==> src/rtl/wb_arbiter.sv <==
// -----------------------------------------------------------------------------
// wb_arbiter
//   Arbitrates the single writeback bus (CDB) between the rename-stage forward
//   path and three reservation-station style producers (alu, lsq, csr), and
//   drives one registered writeback per cycle to the ROB / RAT / wakeup logic.
//
//   Priority: rob_flush suppresses everything; otherwise the rename forward
//   (which cannot be back-pressured) always wins; otherwise alu/lsq/csr share
//   round-robin priority (RR_EN=1) or fixed alu > lsq > csr (RR_EN=0).
//   A starvation counter pulses wb_fwd_block for one cycle after STARVE_LIMIT
//   consecutive rename wins with an alu/lsq/csr request waiting.
//
// Ports:
//   clk, rst (synchronous, active-low), rob_flush
//   rename_wb_valid/result[29:0]/robid[6:0]/rd[5:0]   rename forward request
//   {alu,lsq,csr}_wb_valid/robid[6:0]/rd[5:0]/result[31:0]  producer requests
//   {alu,lsq,csr}_wb_ready   combinational grant (transfer = valid & ready)
//   wb_valid/wb_robid/wb_rd/wb_result   registered writeback
//   wb_fwd_block             registered one-cycle rename stall request
// -----------------------------------------------------------------------------

// Simulation-only protocol checks for the arbiter; synthesis ignores them.
module wb_arbiter_checker (
  input logic clk,
  input logic rst,
  input logic rename_wb_valid,
  input logic wb_fwd_block,
  input logic alu_wb_ready,
  input logic lsq_wb_ready,
  input logic csr_wb_ready
);

  // Rename must honour the block pulse; the arbiter still lets it win if not.
  a_fwd_block_contract: assert property (
    @(posedge clk) disable iff (!rst) !(wb_fwd_block && rename_wb_valid));

  // At most one producer is granted in any cycle.
  a_grant_onehot: assert property (
    @(posedge clk) disable iff (!rst)
      $onehot0({alu_wb_ready, lsq_wb_ready, csr_wb_ready}));

endmodule

module wb_arbiter #(
  parameter int STARVE_LIMIT = 4,
  parameter int RR_EN        = 1
) (
  input  logic        clk,
  input  logic        rst,
  input  logic        rob_flush,
  input  logic        rename_wb_valid,
  input  logic [29:0] rename_wb_result,
  input  logic [6:0]  rename_robid,
  input  logic [5:0]  rename_rd,
  input  logic        alu_wb_valid,
  input  logic [6:0]  alu_wb_robid,
  input  logic [5:0]  alu_wb_rd,
  input  logic [31:0] alu_wb_result,
  input  logic        lsq_wb_valid,
  input  logic [6:0]  lsq_wb_robid,
  input  logic [5:0]  lsq_wb_rd,
  input  logic [31:0] lsq_wb_result,
  input  logic        csr_wb_valid,
  input  logic [6:0]  csr_wb_robid,
  input  logic [5:0]  csr_wb_rd,
  input  logic [31:0] csr_wb_result,
  output logic        alu_wb_ready,
  output logic        lsq_wb_ready,
  output logic        csr_wb_ready,
  output logic        wb_valid,
  output logic [6:0]  wb_robid,
  output logic [5:0]  wb_rd,
  output logic [31:0] wb_result,
  output logic        wb_fwd_block
);

  localparam logic [1:0] PTR_ALU = 2'd0;
  localparam logic [1:0] PTR_LSQ = 2'd1;
  localparam logic [1:0] PTR_CSR = 2'd2;

  // Value of the counter on the rename win that triggers the block pulse.
  localparam logic [2:0] STARVE_LAST = 3'(STARVE_LIMIT - 1);

  typedef enum logic [2:0] {
    WIN_NONE = 3'd0,
    WIN_REN  = 3'd1,
    WIN_ALU  = 3'd2,
    WIN_LSQ  = 3'd3,
    WIN_CSR  = 3'd4
  } win_e;

  logic        wb_valid_q,  wb_valid_d;
  logic [6:0]  wb_robid_q,  wb_robid_d;
  logic [5:0]  wb_rd_q,     wb_rd_d;
  logic [31:0] wb_result_q, wb_result_d;
  logic        fwd_block_q, fwd_block_d;
  logic [1:0]  rr_ptr_q,    rr_ptr_d;
  logic [2:0]  starve_cnt_q, starve_cnt_d;

  win_e        win;
  logic [1:0]  ptr_eff;
  logic        pend;

  assign pend = alu_wb_valid | lsq_wb_valid | csr_wb_valid;

  // Pick this cycle's winner; reset and flush suppress every grant.
  always_comb begin
    win = WIN_NONE;
    // Encoding 3 cannot be reached normally but is folded onto ALU.
    if (rr_ptr_q == 2'd3) begin
      ptr_eff = PTR_ALU;
    end else begin
      ptr_eff = rr_ptr_q;
    end

    if (!rst) begin
      win = WIN_NONE;
    end else if (rob_flush) begin
      win = WIN_NONE;
    end else if (rename_wb_valid) begin
      win = WIN_REN;
    end else if (RR_EN != 0) begin
      case (ptr_eff)
        PTR_LSQ: begin
          if (lsq_wb_valid)      win = WIN_LSQ;
          else if (csr_wb_valid) win = WIN_CSR;
          else if (alu_wb_valid) win = WIN_ALU;
          else                   win = WIN_NONE;
        end
        PTR_CSR: begin
          if (csr_wb_valid)      win = WIN_CSR;
          else if (alu_wb_valid) win = WIN_ALU;
          else if (lsq_wb_valid) win = WIN_LSQ;
          else                   win = WIN_NONE;
        end
        default: begin
          if (alu_wb_valid)      win = WIN_ALU;
          else if (lsq_wb_valid) win = WIN_LSQ;
          else if (csr_wb_valid) win = WIN_CSR;
          else                   win = WIN_NONE;
        end
      endcase
    end else begin
      if (alu_wb_valid)      win = WIN_ALU;
      else if (lsq_wb_valid) win = WIN_LSQ;
      else if (csr_wb_valid) win = WIN_CSR;
      else                   win = WIN_NONE;
    end
  end

  assign alu_wb_ready = (win == WIN_ALU);
  assign lsq_wb_ready = (win == WIN_LSQ);
  assign csr_wb_ready = (win == WIN_CSR);

  // Next writeback payload, round-robin pointer and starvation tracking.
  always_comb begin
    wb_valid_d   = 1'b0;
    wb_robid_d   = wb_robid_q;
    wb_rd_d      = wb_rd_q;
    wb_result_d  = wb_result_q;
    rr_ptr_d     = rr_ptr_q;
    starve_cnt_d = 3'd0;
    fwd_block_d  = 1'b0;

    case (win)
      WIN_REN: begin
        wb_valid_d  = 1'b1;
        wb_robid_d  = rename_robid;
        wb_rd_d     = rename_rd;
        wb_result_d = {rename_wb_result, 2'b00};
      end
      WIN_ALU: begin
        wb_valid_d  = 1'b1;
        wb_robid_d  = alu_wb_robid;
        wb_rd_d     = alu_wb_rd;
        wb_result_d = alu_wb_result;
        rr_ptr_d    = PTR_LSQ;
      end
      WIN_LSQ: begin
        wb_valid_d  = 1'b1;
        wb_robid_d  = lsq_wb_robid;
        wb_rd_d     = lsq_wb_rd;
        wb_result_d = lsq_wb_result;
        rr_ptr_d    = PTR_CSR;
      end
      WIN_CSR: begin
        wb_valid_d  = 1'b1;
        wb_robid_d  = csr_wb_robid;
        wb_rd_d     = csr_wb_rd;
        wb_result_d = csr_wb_result;
        rr_ptr_d    = PTR_ALU;
      end
      default: begin
        wb_valid_d = 1'b0;
      end
    endcase

    // Only a rename win over a waiting producer counts towards starvation;
    // an RS grant, an idle cycle or a flush clears the count.
    if ((win == WIN_REN) && pend) begin
      if (starve_cnt_q == STARVE_LAST) begin
        starve_cnt_d = 3'd0;
        fwd_block_d  = 1'b1;
      end else begin
        starve_cnt_d = starve_cnt_q + 3'd1;
        fwd_block_d  = 1'b0;
      end
    end else begin
      starve_cnt_d = 3'd0;
      fwd_block_d  = 1'b0;
    end
  end

  // State registers with synchronous active-low reset.
  always_ff @(posedge clk) begin
    if (!rst) begin
      wb_valid_q   <= 1'b0;
      wb_robid_q   <= 7'd0;
      wb_rd_q      <= 6'd0;
      wb_result_q  <= 32'd0;
      fwd_block_q  <= 1'b0;
      rr_ptr_q     <= PTR_ALU;
      starve_cnt_q <= 3'd0;
    end else begin
      wb_valid_q   <= wb_valid_d;
      wb_robid_q   <= wb_robid_d;
      wb_rd_q      <= wb_rd_d;
      wb_result_q  <= wb_result_d;
      fwd_block_q  <= fwd_block_d;
      rr_ptr_q     <= rr_ptr_d;
      starve_cnt_q <= starve_cnt_d;
    end
  end

  assign wb_valid     = wb_valid_q;
  assign wb_robid     = wb_robid_q;
  assign wb_rd        = wb_rd_q;
  assign wb_result    = wb_result_q;
  assign wb_fwd_block = fwd_block_q;

  wb_arbiter_checker u_checker (
    .clk             (clk),
    .rst             (rst),
    .rename_wb_valid (rename_wb_valid),
    .wb_fwd_block    (fwd_block_q),
    .alu_wb_ready    (alu_wb_ready),
    .lsq_wb_ready    (lsq_wb_ready),
    .csr_wb_ready    (csr_wb_ready)
  );

endmodule
==> config.mk <==
export PLATFORM = sky130hd
export DESIGN_NAME = wb_arbiter
export DESIGN_NICKNAME = d
export VERILOG_FILES = /design/src/rtl/wb_arbiter.sv
export SDC_FILE = /design/constraint.sdc
export NUM_CORES = 1
export LEC_CHECK = 0
export ABC_AREA = 1
export CAP_MARGIN = 30
export CORE_MARGIN = 4
export CORE_UTILIZATION = 39
export CTS_CLUSTER_DIAMETER = 200
export DETAILED_ROUTE_END_ITERATION = 10
export PLACE_DENSITY = 0.82
export SLEW_MARGIN = 30
export SYNTH_ARGS = -nofsm -noshare
export SYNTH_HDL_FRONTEND = slang
export SYNTH_SLANG_ARGS = --single-unit
==> constraint.sdc <==
create_clock -name clk -period 2.03 [get_ports clk]
set_clock_uncertainty 0.05 [all_clocks]
set_input_delay 0.3045 -clock clk [delete_from_list [all_inputs] [get_ports clk]]
set_output_delay 0.3045 -clock clk [all_outputs]
set_load 0.01 [all_outputs]
-- Word-level counts from Yosys, hierarchy flattened
Index checks and enable logic that the tools add are counted.
- memory bits (writable): 0
- memories: 0
- output and inout bits: 50
- logic and storage cells: 46
- register bits after elaboration: 52
- bits in latches: 0
- memory bits (read-only): 0
- bits of input ports: 185
- $mul: 0
- bitwise logic cells: 4
- $add $sub $neg: 1
- mux-type cells: 20
- equal/unequal tests: 8
- div/mod/pow operators: 0
- reduce and logical (&&, ||, !) cells: 6
- $lt $le $gt $ge: 0
- shift operators: 0
- operator list (operator ; count):
    one-hot mux 32 bit (4 select lines) ; 1
    one-hot mux 7 bit (4 select lines) ; 1
    2-to-1 mux 3 bit ; 9
    one-hot mux 6 bit (4 select lines) ; 1
    == test 3 x 2 -> 1 bit (second input constant) ; 3
    2-to-1 mux 2 bit ; 4
    one-hot mux 2 bit (3 select lines) ; 1
    one-hot mux 3 bit (2 select lines) ; 1
    == test 2 bit (second input constant) ; 2
    nonzero test 4 bit ; 1
    OR reduction 4 bit ; 1
    adder 3 x 1 -> 3 bit (second input constant) ; 1
    == test 3 x 1 -> 1 bit (second input constant) ; 1
    == test 3 bit (second input constant) ; 1
    nonzero test 3 bit ; 1
    OR reduction 3 bit ; 1
    == test 2 x 1 -> 1 bit (second input constant) ; 1
    2-to-1 mux 1 bit ; 2
    inverter 1 bit ; 2
    bitwise OR 1 bit ; 2
    AND reduction 2 bit ; 1
    logical AND 1 bit ; 1

-- Longest topological paths before layout
Gate-level depths: netlist (run 1).
- word-level depth: 11
- mapped depth: 16
- mapped depth without buffers: 15

-- Worst setup path before layout (run 1)
No wires, ideal clock.
- path type: flip-flop to output port
- from: register rr_ptr_q[0]
- to: output port lsq_wb_ready
- slack: 105 ps
- data required time: 1676 ps
- path buffers: 2
- arrival: 1570 ps
- cell stages (with the launch flop): 12
- cell sequence: dfxtp_1 > inv_1 > ha_1 > inv_1 > nand2_1 > nand3_1 > nand2_1 > nor2_4 > buf_6 > buf_4 > nand3_1 > inv_1
- cells in the longest elaborated chain, start to end: 8
- elaborated cells on any way between the ends: 9
- classes of those cells: eq/ne: 4; mux: 5
- RTL lines (what ; RTL line ; source):
    start, declared ; 97 ; logic [1:0] rr_ptr_q, rr_ptr_d;
    start signal, assigned ; 230 ; rr_ptr_q <= rr_ptr_d;
    == test 2 bit ; 110 ; if (rr_ptr_q == 2'd3) begin
    2-to-1 mux 2 bit * ; 110 ;
    == test 2 bit / == test 2 x 1 -> 1 bit (equally long branches) ; 123 ; case (ptr_eff)
    one-hot mux 3 bit (2 select lines) * ; 123 ;
    2-to-1 mux 3 bit * ; 120 ; end else if (rename_wb_valid) begin
    2-to-1 mux 3 bit * ; 118 ; end else if (rob_flush) begin
    2-to-1 mux 3 bit * ; 116 ; if (!rst) begin
    == test 3 x 2 -> 1 bit * ; 152 ; assign lsq_wb_ready = (win == WIN_LSQ);
    end, declared ; 68 ; output logic lsq_wb_ready,
Every way passes the cells marked *; elsewhere a longest branch is shown, timed or not.

-- Worst setup path in the final report (run 1)
- from: register rr_ptr_q[0]
- to: register wb_rd_q[4] (netlist: wb_rd[4])
- cells in the longest elaborated chain, start to end: 9
- elaborated cells on any way between the ends: 14
- classes of those cells: eq/ne: 7; mux: 6; reduce/logical: 1
- RTL lines (what ; RTL line ; source):
    == test 2 bit ; 110 ;
    2-to-1 mux 2 bit * ; 110 ;
    == test 2 bit / == test 2 x 1 -> 1 bit (equally long branches) ; 123 ;
    one-hot mux 3 bit (2 select lines) * ; 123 ;
    2-to-1 mux 3 bit * ; 120 ;
    2-to-1 mux 3 bit * ; 118 ;
    2-to-1 mux 3 bit * ; 116 ;
    == test 3 bit, or another cell as far along ; 165 ; case (win)
    one-hot mux 6 bit (4 select lines) / nonzero test 4 bit (equally long branches) ; n/a ;
    end signal, assigned ; 227 ; wb_rd_q <= wb_rd_d;
    end, declared ; 94 ; logic [5:0] wb_rd_q, wb_rd_d;
Marked as above.
A chain may end at the register's enable or synchronous reset.

==> impl_metrics.tcl, run 1 <==
set metrics [dict create \
    synthFlopType "dfxtp_1" \
    finalCriticalPeriod_ns 2.08 \
    finalHoldViolCount 0 \
    gr-usage-all-layers_pct 24.7 \
    ant_nets 0 \
    areaGrowthSynthToFinish_pct 84.0 \
    wire_per_inst_um 17.8 \
    synth.area.mux_share_pct 0 \
    port_buffers 234 \
    synthesis.nets 845 \
    via_count 5492 \
    cts_made_buffers 5 \
    yosysTopAreaCellShare_pct 25.8 \
    synth.most_common_cell "nand2_1" \
    cellPowerDensity_nw_per_um2 432 \
    grt_pass1_wl_mm 23.7 \
    io_pins 235 \
    drv_cap 0 \
    max_slew.worst_pin.slew_ns 0.357 \
    rsz0062_at_grt "true" \
    synth_warnings 0 \
    gp_congestion 0.855 \
    fmaxAchievable_mhz 481 \
    cts.sinks 52 \
    slowest_delay_ns 0.36 \
    crit_chain "inv_2, ha_4, buf_6, a21oi_4, nand2_2, nand2_4, nor2_4, buf_6, inv_4, buf_12, nand2_8, buf_12, o2bb2ai_1, nand2_2, nand2_1" \
    initial_core_util_pct 40.7 \
    dp_hpwl_mm 11.7 \
    synth_commonest_cells "nand2_1, inv_1, nand4_1" \
    slew_violations 0 \
    r2r_slack_ns -0.05 \
    finalWirelength_mm 18.3 \
    synth_area_leaders "dfxtp_1, nand2_1, nand4_1" \
    place_inst 1004 \
    synth_edf_count 0 \
    core.rowCount 36 \
    syn_avg_cell_area_um2 6.15 \
    layout_setup_ws_ns -0.0511 \
    clk_pin_slew_worst_paths_ns 0.09 \
    ys_seq_area_share_pct 25.8 \
    crit_type "flip-flop to flip-flop" \
    end_kind "flip-flop" \
    htreeDepth 2 \
    ys_async_sr_fraction_pct 0 \
    n_antenna_cell 0 \
    critPathRequiredTime_ns 2.23 \
    clk_latency_ns 0.30 \
    syn_inst 656 \
    drc 0 \
    ys_seq_elements 52 \
    post-place-ws_ns -0.337 \
    setup_violations 17 \
    synth-compound-area-share_pct 9.93 \
    finalNetCount 1085 \
    first_pass_iters 5 \
    die_w_um 110 \
    design.core.area_um2 9910 \
    grt_overflow 0 \
    hold_path.class "primary input to flip-flop" \
    synth_area_um2 4030 \
    cp.arrival_ns 2.28 \
    synth_top_cell_by_area "dfxtp_1" \
    p_leak_nw 3.45 \
    violations "setup timing" \
    status "finished with violations" \
    synth_xor_area_share_pct 0 \
    hold_buffers 0 \
    die_h_um 110 \
    worstSetupStartpointType "flip-flop" \
    grt_pass1_vias 5115 \
    root_buffer "clkbuf_8" \
    final_cells 1030 \
    max_slew_margin_pct 76.2 \
    yosys.area_share.simple_pct 44.9 \
    synth_cell_types 21 \
    cts_tree "done" \
    cts.path.max_buffers 2 \
    period_share_pct 103 \
    viasPerCell 5.33 \
    worstPathMaxFanout 12 \
    grt_max_degree 46 \
    vdd_drop_max_uv 265 \
    synthAdderAreaFrac_pct 1.24 \
    synth_top_family_by_area "simple AND/OR/NAND/NOR gates" \
    antenna_found_initial 0 \
    crit_slowest_cell "dfxtp_2" \
    drive_above_1_share_pct 15.8 \
    drt-initial-drc-count 351 \
    die-area_um2 12000 \
]
[power by group]
| part | total, W | leakage [nW] | switching (W) | internal, W |
|---|---|---|---|---|
| logic | 0.00140 | 2.97 | 0.000606 | 0.000790 |
| registers | 0.00119 | 0.430 | 0.0000588 | 0.00113 |
| clock network | 0.000621 | 0.0510 | 0.000347 | 0.000273 |
| total | 0.00320 | 3.45 | 0.00101 | 0.00219 |
[placed cells by master (no fill, tap or decap), drive strengths merged]
cell / n
a21oi: 4
buf: 48
clkbuf: 14
clkdlybuf4s50: 230
clkinv: 2
dfxtp: 52
ha: 4
inv: 107
nand2: 232
nand3: 57
nand3b: 1
nand4: 88
nor2: 15
o2bb2ai: 43
[critical path, delay by kind of cell, from the launching register on]
kind                     cells  cell delay (ns)
adder cells (fa/ha/maj)      1             0.23
AND/OR/NAND/NOR              6             0.44
AO/OA/AOI/OAI                2             0.30
buffers and inverters        6             0.64
flip-flops                   1             0.36
[metrics by stage]
stage / hold slack, ns / total power, W / TNS [ns] / area [um2] / utilization [%]
detailed placement: 0.394 / 0.00239 / -13.30 / 6540 / 66.0
CTS: 0.287 / 0.00303 / 0 / 6720 / 67.8
global route: 0.322 / 0.00337 / -4.94 / 7420 / 74.9
finish: 0.305 / 0.00320 / -0.269 / 7420 / 74.9
global placement: 0.358 / 0.00236 / -10.24 / 6540 / 66.0
floorplan: 0.349 / 0.00168 / 0 / 4030 / -
[cells by family after synthesis]
group / count (synthesis)
adders and majority gates: 4
AOI/OAI and AO/OA: 47
DFF: 52
and+or+nand+nor: 392
buffers and inverters: 161
[repair_timing]
item / 4_1_cts / 5_1_grt
setup endpoints to repair: 51 / 55
resized for setup: 31 / 96
gates cloned: 0 / 13
pin swaps: 5 / 17
setup buffers: 4 / 4
[flip-flops by register name (all words and copies together), names as in the netlist]
signal        cells
wb_rd             6
rr_ptr_q          2
wb_fwd_block      1
wb_result        32
wb_valid          1
starve_cnt_q      3
wb_robid          7
[final cells by class]
| type | instances | area (um2) |
|---|---|---|
| Timing Repair Buffer | 286 | 3100 |
| Fill cell | 759 | 2490 |
| Clock buffer | 6 | 82.6 |
| Sequential cell | 52 | 1040 |
| Clock inverter | 2 | 10.0 |
| Tap cell | 133 | 166 |
| Multi-Input combinational cell | 444 | 2610 |
| Inverter | 107 | 407 |
[layer usage]
metal / vias to the layer above / track usage, % / wire [um]
li1: 2633 / - / -
met1: 2566 / 25.6 / 6930
met2: 259 / 47.5 / 9110
met3: 34 / 7.05 / 1780
met4: 0 / 7.30 / 471
met5: - / 0 / 0
[final timing paths]
path / start / end / cells after the start
setup / recovery: rr_ptr_q[0] / wb_rd[4] / 15
hold reg to reg: starve_cnt_q[0] / starve_cnt_q[0] / 1
hold / removal: rst / wb_result[1] / 3
setup reg to reg: rr_ptr_q[0] / wb_rd[4] / 15
(Power assumes the default switching activity.)
==> run 2, diff against run 1 <==
CORE_UTILIZATION = 40   (was 39)
CTS_BUF_LIST = sky130_fd_sc_hd__clkbuf_8   (was default)
PLACE_DENSITY = 0.84   (was 0.82)
==> impl_metrics.tcl, run 2 (synthesis gave the netlist of run 1 again) <==
set metrics [dict create \
    timing.rr.start "rr_ptr_q[0]" \
    rsz0062_at_grt "true" \
    die-area_um2 11700 \
    cp_common_cell "nand2_2" \
    clk_latency_ns 0.30 \
    end_kind "output port" \
    post-place-ws_ns -0.319 \
    layout_setup_ws_ns -0.0196 \
    first_pass_iters 7 \
    cts_made_buffers 5 \
    cp.arrival_ns 1.70 \
    final_cell_mix "clkdlybuf4s50_1, nand2_1, inv_1" \
    io_pins 235 \
    slowest_delay_ns 0.34 \
    max_slew.worst_pin.slew_ns 0.343 \
    worstSetupStartpointType "flip-flop" \
    status "finished with violations" \
    gr-usage-all-layers_pct 25.9 \
    period_share_pct 101 \
    setup_violations 1 \
    crit_type "flip-flop to output port" \
    grt_pass1_wl_mm 24.2 \
    wire_per_inst_um 16.4 \
    finalCriticalPeriod_ns 2.05 \
    holdWs_ns 0.288 \
    gp_congestion 0.886 \
    hold_start "rst" \
    via_count 5371 \
    grt-busiest-layer "met2" \
    root_buffer "clkbuf_8" \
    largest_reg_flops 32 \
    finalWirelength_mm 16.6 \
    grt_max_degree 46 \
    htreeDepth 2 \
    clk_pin_slew_worst_paths_ns 0.08 \
    design.core.area_um2 9770 \
    port_buffers 234 \
    crit_chain "inv_2, ha_4, inv_2, nand2_2, nand2_1, nand2_1, nand2_2, nand2_4, nand2_4, nand2_2, inv_1, buf_2" \
    seqPwrFrac_pct 39.8 \
    worstPathMaxFanout 4 \
    areaGrowthSynthToFinish_pct 69.3 \
    antenna_found_initial 0 \
    core.rowCount 36 \
    use_met3_pct 8.30 \
    finalHoldViolCount 0 \
    die_h_um 108 \
    fmaxAchievable_mhz 488 \
    cts.path.max_buffers 2 \
    hold_path.class "primary input to flip-flop" \
    holdPathStages 3 \
    grt_overflow 0 \
    violations "setup timing" \
    reg2regPathDepth 14 \
    gr-usage-met1_pct 26.9 \
    r2r_slack_ns 0.05 \
    slew_violations 0 \
    vdd_drop_max_uv 264 \
    critPathRequiredTime_ns 1.68 \
    grtUsageMet2_pct 48.9 \
    cellPowerDensity_nw_per_um2 436 \
    max_slew_margin_pct 77.1 \
    drv_cap 0 \
    drive_above_1_share_pct 9.20 \
    netSwitchingPower_w 0.000909 \
    n_antenna_cell 0 \
    clkPwrFrac_pct 17.9 \
    switching_share_pct 30.5 \
    grt_pass1_vias 5229 \
    combPwrFrac_pct 42.3 \
    filler_cell_count 837 \
    r2r-end "wb_rd[5]" \
    die_w_um 108 \
    setup_tns_ns -0.0196 \
    p_int_w 0.00207 \
    ant_nets 0 \
    holdPathEnd "wb_robid[5]" \
    finalNetCount 1071 \
    crit_slowest_cell "dfxtp_2" \
    cts_tree "done" \
    final_common_cell "clkdlybuf4s50_1" \
    p_leak_nw 3.23 \
    cts.sinks 52 \
    initial_core_util_pct 41.2 \
    dp_hpwl_mm 12.6 \
    viasPerCell 5.30 \
    drt-initial-drc-count 268 \
    drc 0 \
]
## run 2: metrics by stage
stage          instance area [um2]  instances  power [W]  utilization (%)
6_report                      6820       1013    0.00298             69.8
5_1_grt                       6820       1013    0.00313             69.8
4_1_cts                       6650       1011    0.00293             68.0
3_5_place_dp                  6540       1005    0.00240             66.9
3_3_place_gp                  6540       1005    0.00236             66.9
2_1_floorplan                 4030        656    0.00168                -
## run 2: worst max-delay path by stage
stage | from | to | slack, ns | cells after the start
6_report | rr_ptr_q[0] | alu_wb_ready | -0.02 | 12
5_1_grt | rr_ptr_q[0] | alu_wb_ready | -0.09 | 12
4_1_cts | rr_ptr_q[0] | alu_wb_ready | -0.04 | 12
3_5_place_dp | lsq_wb_valid | lsq_wb_ready | -0.32 | 8
3_3_place_gp | lsq_wb_valid | lsq_wb_ready | -0.27 | 10
2_1_floorplan | rr_ptr_q[0] | lsq_wb_ready | 0.11 | 11
## run 2: power groups by stage
stage	logic, W	clock network (W)	registers, W
final	0.00126	0.000532	0.00119
after global routing	0.00135	0.000587	0.00120
after CTS	0.00120	0.000548	0.00118
after detailed placement	0.00119	0	0.00121
after global placement	0.00116	0	0.00120
after floorplan	0.000425	0	0.00125
## run 2: routing by layer
metal / vias to the layer above / wire, um
li1: 2592 / -
met1: 2475 / 6100
met2: 275 / 8510
met3: 29 / 1650
met4: 0 / 371
met5: - / 0
## run 2: area by class of cell
type | count | area [um2] | share of cell area (%)
Clock buffer | 5 | 68.8 | 1.01
Multi-Input combinational cell | 443 | 2360 | 34.6
Sequential cell | 52 | 1040 | 15.3
Tap cell | 133 | 166 | 2.44
Timing Repair Buffer | 273 | 2780 | 40.7
Inverter | 107 | 407 | 5.96
## run 2: worst max-delay path: cells and delay by family (launching register included)
kind          cells  cell delay [ns]
flops             1             0.34
simple gates      7             0.52
fa+ha+maj         1             0.28
buf+inv           4             0.27
## run 2: what timing repair did
action | CTS | global route
endpoints found under the setup margin | 50 | 52
buffers inserted | 1 | 1
gates cloned | 0 | 1
endpoints found under the hold margin | 0 | 0
resized for setup | 25 | 31
hold buffers | 0 | 0
pin swaps | 5 | 5
